==> src/rtl/switch_out_arbiter_if.sv <==
// Handshake bundle between the four input-FIFO heads and one output port.
// Carries the per-source request/last/data heads, the pop strobes back to
// the FIFOs, and the registered output beat with its ready signal.
//   master : arbiter side  - samples req/last/data_in/out_ready, drives pop/out_*
//   slave  : environment   - drives req/last/data_in/out_ready, samples pop/out_*
interface switch_out_arbiter_if #(
  parameter int NUM_SRC = 4,
  parameter int DATA_W  = 8
);
  logic [NUM_SRC-1:0]        req;
  logic [NUM_SRC-1:0]        last;
  logic [NUM_SRC*DATA_W-1:0] data_in;
  logic [NUM_SRC-1:0]        pop;
  logic                      out_ready;
  logic                      out_valid;
  logic [DATA_W-1:0]         out_data;
  logic                      out_last;

  modport master (
    input  req, last, data_in, out_ready,
    output pop, out_valid, out_data, out_last
  );

  modport slave (
    output req, last, data_in, out_ready,
    input  pop, out_valid, out_data, out_last
  );
endinterface

==> src/rtl/switch_out_arbiter.sv <==
// Per-output-port packet scheduler: round-robin over NUM_SRC FIFO heads, packet-granular lock.
// Latency: grant 1 cycle after req in IDLE; a popped beat appears on out_* 1 cycle after its pop.
// Backpressure: pop is combinational on out_ready; no internal beat storage, stalls hold the lock.
//
// Ports:
//   clk, rst_n   : clock, synchronous active-low reset
//   bus (master) : req/last/data_in heads in, pop strobes out, registered out_valid/out_data/out_last
//   grant        : registered one-hot owner, 0 when idle
//   abort        : one-cycle pulse when the stall watchdog releases the owner
//   pkt_count    : completed packets (wrapping), abort_count : watchdog releases (saturating)
module switch_out_arbiter #(
  parameter int NUM_SRC = 4,
  parameter int DATA_W  = 8,
  parameter int TIMEOUT = 16
) (
  input  logic                 clk,
  input  logic                 rst_n,
  switch_out_arbiter_if.master bus,
  output logic [NUM_SRC-1:0]   grant,
  output logic                 abort,
  output logic [15:0]          pkt_count,
  output logic [7:0]           abort_count
);

  localparam int IDX_W = (NUM_SRC > 1) ? $clog2(NUM_SRC) : 1;

  typedef enum logic {IDLE, BUSY} state_t;

  typedef struct packed {
    logic              last;
    logic [DATA_W-1:0] data;
  } beat_t;

  state_t             state_q, state_d;
  logic [IDX_W-1:0]   rr_ptr_q, rr_ptr_d;
  logic [IDX_W-1:0]   owner_q, owner_d;
  logic [NUM_SRC-1:0] grant_d;
  logic [7:0]         idle_cnt_q, idle_cnt_d;
  logic               valid_q, valid_d;
  beat_t              beat_q, beat_d;
  logic               abort_d;
  logic [15:0]        pkt_cnt_d;
  logic [7:0]         abort_cnt_d;
  logic [NUM_SRC-1:0] pop_c;

  // Round-robin search: first requester at or after rr_ptr, wrapping.
  logic               found;
  logic [IDX_W-1:0]   winner;
  logic [IDX_W-1:0]   scan;

  always_comb begin
    found  = 1'b0;
    winner = rr_ptr_q;
    scan   = rr_ptr_q;
    for (int i = 0; i < NUM_SRC; i++) begin
      scan = IDX_W'((int'(rr_ptr_q) + i) % NUM_SRC);
      if (!found && bus.req[scan]) begin
        found  = 1'b1;
        winner = scan;
      end
    end
  end

  // Head of the current owner's FIFO.
  logic              owner_req;
  logic              owner_last;
  logic [DATA_W-1:0] owner_data;
  logic [IDX_W-1:0]  next_ptr;

  assign owner_req  = bus.req[owner_q];
  assign owner_last = bus.last[owner_q];
  assign owner_data = bus.data_in[int'(owner_q)*DATA_W +: DATA_W];
  // After a release the search starts just past the released owner.
  assign next_ptr   = (int'(owner_q) == NUM_SRC-1) ? '0 : owner_q + 1'b1;

  always_comb begin
    state_d     = state_q;
    rr_ptr_d    = rr_ptr_q;
    owner_d     = owner_q;
    grant_d     = grant;
    idle_cnt_d  = idle_cnt_q;
    valid_d     = 1'b0;
    beat_d      = beat_q;
    abort_d     = 1'b0;
    pkt_cnt_d   = pkt_count;
    abort_cnt_d = abort_count;
    pop_c       = '0;

    case (state_q)
      IDLE: begin
        // Arbitration cycle moves no data: at least one bubble between packets.
        idle_cnt_d = '0;
        if (found) begin
          state_d = BUSY;
          owner_d = winner;
          grant_d = NUM_SRC'(1) << winner;
        end
      end

      BUSY: begin
        pop_c = grant & bus.req & {NUM_SRC{bus.out_ready}};
        if (owner_req) begin
          // A present-but-blocked head is backpressure, not starvation.
          idle_cnt_d = '0;
          if (bus.out_ready) begin
            valid_d = 1'b1;
            beat_d  = '{last: owner_last, data: owner_data};
            if (owner_last) begin
              state_d   = IDLE;
              grant_d   = '0;
              rr_ptr_d  = next_ptr;
              pkt_cnt_d = pkt_count + 16'd1;
            end
          end
        end else if (idle_cnt_q == 8'(TIMEOUT - 1)) begin
          // This cycle is the TIMEOUT-th consecutive one without a head: release.
          state_d    = IDLE;
          grant_d    = '0;
          rr_ptr_d   = next_ptr;
          idle_cnt_d = '0;
          abort_d    = 1'b1;
          if (abort_count != 8'hFF) begin
            abort_cnt_d = abort_count + 8'd1;
          end
        end else begin
          idle_cnt_d = idle_cnt_q + 8'd1;
        end
      end

      default: begin
        state_d = IDLE;
        grant_d = '0;
      end
    endcase
  end

  // No FIFO may lose a beat while the arbiter is being reset.
  assign bus.pop = rst_n ? pop_c : '0;

  always_ff @(posedge clk) begin
    if (!rst_n) begin
      state_q     <= IDLE;
      rr_ptr_q    <= '0;
      owner_q     <= '0;
      grant       <= '0;
      idle_cnt_q  <= '0;
      valid_q     <= 1'b0;
      beat_q      <= '0;
      abort       <= 1'b0;
      pkt_count   <= '0;
      abort_count <= '0;
    end else begin
      state_q     <= state_d;
      rr_ptr_q    <= rr_ptr_d;
      owner_q     <= owner_d;
      grant       <= grant_d;
      idle_cnt_q  <= idle_cnt_d;
      valid_q     <= valid_d;
      beat_q      <= beat_d;
      abort       <= abort_d;
      pkt_count   <= pkt_cnt_d;
      abort_count <= abort_cnt_d;
    end
  end

  assign bus.out_valid = valid_q;
  assign bus.out_data  = beat_q.data;
  assign bus.out_last  = beat_q.last;

endmodule

==> src/flat_wrapper.sv <==
// flat-port wrapper written by rule: the top's interface ports become plain ports
module switch_out_arbiter_flat 
#(
  parameter int NUM_SRC = 4,
  parameter int DATA_W  = 8,
  parameter int TIMEOUT = 16
)
  (clk, rst_n, grant, abort, pkt_count, abort_count, bus_req, bus_last, bus_data_in, bus_out_ready, bus_pop, bus_out_valid, bus_out_data, bus_out_last);
  switch_out_arbiter_if #(.NUM_SRC(NUM_SRC), .DATA_W(DATA_W)) bus_i ();
  input  logic clk;
  input  logic rst_n;
  output logic [NUM_SRC-1:0] grant;
  output logic abort;
  output logic [15:0] pkt_count;
  output logic [7:0] abort_count;
  input wire logic [$bits(bus_i.req)-1:0] bus_req;
  input wire logic [$bits(bus_i.last)-1:0] bus_last;
  input wire logic [$bits(bus_i.data_in)-1:0] bus_data_in;
  input wire logic [$bits(bus_i.out_ready)-1:0] bus_out_ready;
  output wire logic [$bits(bus_i.pop)-1:0] bus_pop;
  output wire logic [$bits(bus_i.out_valid)-1:0] bus_out_valid;
  output wire logic [$bits(bus_i.out_data)-1:0] bus_out_data;
  output wire logic [$bits(bus_i.out_last)-1:0] bus_out_last;
  assign bus_i.req = bus_req;
  assign bus_i.last = bus_last;
  assign bus_i.data_in = bus_data_in;
  assign bus_i.out_ready = bus_out_ready;
  assign bus_pop = bus_i.pop;
  assign bus_out_valid = bus_i.out_valid;
  assign bus_out_data = bus_i.out_data;
  assign bus_out_last = bus_i.out_last;
  switch_out_arbiter #(.NUM_SRC(NUM_SRC), .DATA_W(DATA_W), .TIMEOUT(TIMEOUT)) u_core (.clk(clk), .rst_n(rst_n), .bus(bus_i), .grant(grant), .abort(abort), .pkt_count(pkt_count), .abort_count(abort_count));
endmodule
==> config.mk <==
export PLATFORM = sky130hd
export DESIGN_NAME = switch_out_arbiter_flat
export DESIGN_NICKNAME = d
export VERILOG_FILES = /design/src/rtl/switch_out_arbiter_if.sv /design/src/rtl/switch_out_arbiter.sv /design/src/flat_wrapper.sv
export SDC_FILE = /design/constraint.sdc
export NUM_CORES = 1
export LEC_CHECK = 0
export ABC_AREA = 1
export CAP_MARGIN = 20
export CELL_PAD_IN_SITES_DETAIL_PLACEMENT = 1
export CELL_PAD_IN_SITES_GLOBAL_PLACEMENT = 1
export CORE_MARGIN = 8
export CORE_UTILIZATION = 36
export CTS_CLUSTER_DIAMETER = 40
export CTS_CLUSTER_SIZE = 14
export DETAILED_ROUTE_END_ITERATION = 6
export DONT_BUFFER_PORTS = 1
export PLACE_DENSITY_LB_ADDON = 0.1
export SYNTH_ARGS = -nofsm -noshare
export SYNTH_HDL_FRONTEND = slang
export SYNTH_SLANG_ARGS = --single-unit
==> constraint.sdc <==
create_clock -name clk -period 3.25 [get_ports clk]
set_clock_uncertainty 0.05 [all_clocks]
set_input_delay 0.65 -clock clk [delete_from_list [all_inputs] [get_ports clk]]
set_output_delay 0.65 -clock clk [all_outputs]
set_load 0.03 [all_outputs]
### Word-level counts from Yosys, hierarchy flattened

Index checks and enable logic that the tools add are counted.

* output and inout port bits: 43
* register bits: 52
* input port bits: 43

* $lt $le $gt $ge: 5
* mux-type cells: 43
* shift operators: 2
* bitwise operators: 5
* eq/ne operators: 9
* reductions and logical operators: 15
* $add $sub $neg: 7

Operators by type and width (count)
* variable part select 32 x 6 -> 8 bit: 1
* 2-to-1 mux 4 bit: 7
* 2-to-1 mux 1 bit: 17
* adder 16 x 1 -> 16 bit (second input constant): 1
* adder 8 x 1 -> 8 bit (second input constant): 2
* 2-to-1 mux 2 bit: 8
* 2-to-1 mux 8 bit: 2
* case mux 8 bit (2 select lines): 1
* AND reduction 4 bit: 4
* less-than comparator 2 x 3 -> 1 bit (second input constant): 5
* binary-select mux 1 bit (select 2 bit): 6
* inequality test 3 bit (second input constant): 3
* AND 4 bit: 2
* equality test 8 x 4 -> 1 bit (second input constant): 1
* inequality test 8 bit (second input constant): 1
* case mux 4 bit (2 select lines): 1
* AND reduction 3 bit: 2
* adder 2 x 1 -> 2 bit (second input constant): 2
* adder 2 bit (second input constant): 2
* inequality test 2 bit (second input constant): 2
* << shifter 1 x 2 -> 4 bit (first input constant): 1
* logical AND 1 bit: 3
* logical NOT 1 bit: 3
* NOT 1 bit: 3
* other kinds (6): 6

### Depth between registers and ports, before layout

* word-level depth: 15
* mapped depth: 14
* depth with buffers taken out: 13

### Worst setup path after synthesis

No wires, ideal clock.

* path type: input to output
* from: in rst_n
* to: out bus_pop[0]
* cell stages on the path: 2
* data arrival time: 1.176 ns
* slack: 1.374 ns
* data required time: 2.550 ns
* cells stage by stage: nand2_1 -> nor2_1

* longest elaborated chain between the ends: 1

Ends and longest elaborated chain
* start: declaration: line flat_wrapper.sv:11 `input logic rst_n;`
* 2-to-1 mux 4 bit: line switch_out_arbiter.sv:138 `assign bus.pop = rst_n ? pop_c : '0;`
* end: declaration: line flat_wrapper.sv:20 `output wire logic [$bits(bus_i.pop)-1:0] bus_pop;`

No other way between the ends.

### Final worst setup path

* from: reg u_core.owner_q[0]
* to: reg u_core.abort_count[3]

* longest elaborated chain between the ends: 4

Ends and longest elaborated chain
* start: declaration: line switch_out_arbiter.sv:36 `logic [IDX_W-1:0] owner_q, owner_d;`
* start signal: assignment: line switch_out_arbiter.sv:155 `owner_q <= owner_d;`
* binary-select mux 1 bit (select 2 bit): line switch_out_arbiter.sv:70 `assign owner_req = bus.req[owner_q];`
* 2-to-1 mux 1 bit (implied by the code): line switch_out_arbiter.sv:70
* NOT 1 bit (no line)
* AND reduction 4 bit (no line)
* end signal: assignment: line switch_out_arbiter.sv:162 `abort_count <= abort_cnt_d;`
* end: declaration: line switch_out_arbiter.sv:22 `output logic [7:0] abort_count`

No other way between the ends. The select of a mux whose other input is x is not followed.
A chain may end at the register's enable or synchronous reset.

==> impl_metrics.tcl <==
set metrics [dict create \
    tightestPinTransition_ns 0.8125 \
    avgViaCountPerCell 5.351 \
    ys_ff_latch 52 \
    crit_top_cell "nand2_1" \
    tns_ns 0 \
    vias 3002 \
    rows 33 \
    hold_path.class "primary input to flop" \
    fin_crit_ns 2.448 \
    grt_pass1_wl_um 15280 \
    yosysTopAreaCellShare_pct 33.95 \
    power.density_nw_per_um2 686.1 \
    initial_utilization_pct 37.14 \
    first_pass_iters 4 \
    rsz0062_at_grt "no" \
    drv_slew 0 \
    swShare_pct 47.30 \
    track_usage_pct 15.79 \
    gp_congestion 0.8427 \
    power_frac_comb_pct 39.9 \
    static-leakage-power_nw 1.256 \
    synth_compound_area_share_pct 13.91 \
    drive_gt1_share_pct 7.895 \
    syn_inst 463 \
    worstSetupPathType "flop to flop" \
    arrival_ns 2.59 \
    synthMuxAreaShare_pct 0 \
    hold_violations 0 \
    wl_per_cell_um 16.26 \
    synthTopCellsByArea "dfxtp_1 (34%), nand2_1 (13%), nor2_1 (8.6%)" \
    chipHeight_um 108.3 \
    hpwl_um 7131 \
    core_area_um2 8258 \
    slew_headroom_pct 45.76 \
    synthAdderAreaFrac_pct 1.632 \
    drc_errors 0 \
    cap_violations 0 \
    die_w_um 108.3 \
    pin_count 86 \
    whs_ns 0.4111 \
    ir_drop_v 0.0003170 \
    crit_fanout 26 \
    drtIter0Drc 125 \
    fmax_mhz 408.6 \
    clk_pin_slew_ns 0.10 \
    cts_tree "yes" \
    status "finished clean" \
    p_int_mw 1.160 \
    h-tree-depth 2 \
    gr-total-overflow 0 \
    cts_sinks 52 \
    synth_xor_area_share_pct 2.285 \
    antenna_found_initial 0 \
    synth_nets 510 \
    synthSimpleGateAreaFrac_pct 40.55 \
    ys_types 37 \
    endpoint_kind "flop" \
    post_cts_resized 0 \
    area_growth_pct 4.651 \
    cts-hold-fix-buffers 0 \
    switching_power_mw 1.042 \
    crit_path_top_delay_cell "dfxtp_1" \
    yosys.area.top_type "dfxtp_1" \
    final_nets 502 \
    cts_max_path_buffers 2 \
    ys_seq_area_share_pct 33.95 \
    detail-route-antenna-nets 0 \
    cts-root-buf "clkbuf_8" \
    netlist_area_um2 3067 \
    diodes 0 \
    cts_buffers 5 \
    avgSynthCellArea_um2 6.624 \
    synth_top_family_by_area "simple AND/OR/NAND/NOR gates" \
    p_seq_share_pct 42.2 \
    numPortBuffers 0 \
    route.final.wire_length_um 9121 \
    grt_max_degree 27 \
    post-cts-setup-buffers 0 \
    grt_pass1_vias 3140 \
    worstPathCellList "inv_2, nand2_1, nand3_2, nand2_4, nand4_1, inv_1, nand2_1, o21ai_0, a21oi_1" \
    period_share_pct 75.31 \
    cp_data_required_time_ns 3.40 \
    yosysWarnings 0 \
    critPathLaunchType "flop" \
    fp.dieArea_um2 11730 \
    clkLatencyLatePin_ns 0.30 \
    cp_slowest_stage_delay_ns 0.86 \
    power_frac_clock_pct 17.9 \
    finalSetupViolCount 0 \
]
-- final cells by class --
cell class	instances	area [um2]
multi-input combinational	356	1790
tap	105	131.4
clock inverter	1	7.507
inverter	40	152.6
sequential	52	1041
clock buffer	7	86.33
fill	1082	5049
-- synthesized netlist by cell type --
| master | n |
|---|---|
| inv_4 | 1 |
| and2_1 | 1 |
| nor2_4 | 2 |
| a21oi_1 | 24 |
| nor3b_1 | 3 |
| nand4_1 | 12 |
| o21ai_1 | 3 |
| nor3_1 | 13 |
| buf_2 | 3 |
| nor2_1 | 70 |
| nor2_2 | 3 |
| a22o_1 | 1 |
| clkinv_1 | 1 |
| o21a_1 | 1 |
| o21ai_0 | 37 |
| nand3_1 | 35 |
| nand3_2 | 4 |
| xor2_1 | 5 |
| inv_2 | 3 |
| o21ai_4 | 1 |
| ha_1 | 4 |
| a21oi_2 | 2 |
| and3_1 | 2 |
| nand2_4 | 5 |
| inv_1 | 35 |
| clkbuf_1 | 8 |
| nand2_2 | 6 |
| nor2_8 | 1 |
| nand2_1 | 107 |
| dfxtp_1 | 52 |
| a31oi_1 | 1 |
| xnor2_1 | 3 |
| buf_6 | 2 |
| o22ai_1 | 8 |
| nand4_4 | 1 |
| nor4_1 | 1 |
| buf_4 | 2 |
-- power by group through the flow --
stage,Combinational (mW),Sequential (mW),Clock (mW)
finish,0.878,0.930,0.394
CTS,0.892,0.937,0.413
global placement,0.858,0.948,0
global route,1.01,0.952,0.435
floorplan,0.802,0.854,0
detailed placement,0.888,0.950,0
-- critical path: cells and delay by family, from the launching register on --
family          cells  cell delay, ns
compound gates      2            0.20
simple gates        5            0.71
buf+inv             2            0.50
flops               1            0.86
-- registers in the layout (all words and copies together) (netlist names), 2 cells and up --
register and cells:
u_core.rr_ptr_q 2, u_core.idle_cnt_q 8, u_core.grant 4, u_core.abort_count 8, u_core.owner_q 2, u_core.pkt_count 16
u_core.bus.out_data 8
-- layer usage --
metal  part of all wire, %  track usage, %
met1                    45           18.70
met2                    48           27.42
met3                   7.2           4.878
met4                  0.34           3.226
met5                     0               0
-- cell families (layout without fill, tap and decap cells) --
family / count (synthesis) / after routing
and+or+nand+nor: 266 / 266
adders and majority gates: 4 / 4
AOI/OAI and AO/OA: 78 / 78
buffers and inverters: 55 / 48
xor gates and xnor gates: 8 / 8
DFF: 52 / 52
-- worst paths after layout --
check | startpoint | to | slack, ns | depth (start not counted)
worst min register to register | u_core.idle_cnt_q[0]$_SDFF_PP0_ | u_core.idle_cnt_q[0]$_SDFF_PP0_ | 0.41 | 1
worst min-delay path | rst_n | u_core.pkt_count[9]$_SDFFE_PN0P_ | 0.41 | 2
worst max-delay path | u_core.owner_q[0]$_SDFFE_PN0P_ | u_core.abort_count[3]$_SDFFE_PN0P_ | 0.80 | 9
worst max register to register | u_core.owner_q[0]$_SDFFE_PN0P_ | u_core.abort_count[3]$_SDFFE_PN0P_ | 0.80 | 9
-- through the flow --
step | cell area, um2 | setup WS (ns) | cells | power (mW) | util (%)
floorplan | 3067 | 1.374 | 463 | 1.657 | -
global placement | 3115 | 0.9193 | 553 | 1.806 | 37.73
detailed placement | 3115 | 0.8006 | 553 | 1.838 | 37.73
CTS | 3209 | 0.7796 | 561 | 2.242 | 38.86
global route | 3209 | 0.5195 | 561 | 2.399 | 38.86
finish | 3209 | 0.8024 | 561 | 2.202 | 38.86
-- layout by cell type (no fill, tap or decap), types with 2 or more instances in the layout --
cell type    n
clkbuf_8     6
nor2_2       3
dfxtp_1     52
o21ai_0     37
inv_2        3
and3_1       2
nand2_4      5
nand2_1    107
nor3_1      13
nand2_2      6
nand3_2      4
ha_1         4
nand4_1     12
inv_1       35
a21oi_1     24
o21ai_1      3
nor2_4       2
nor2_1      70
nor3b_1      3
o22ai_1      8
nand3_1     35
xor2_1       5
xnor2_1      3
a21oi_2      2
Note: power is estimated with default switching activity, not from simulation.
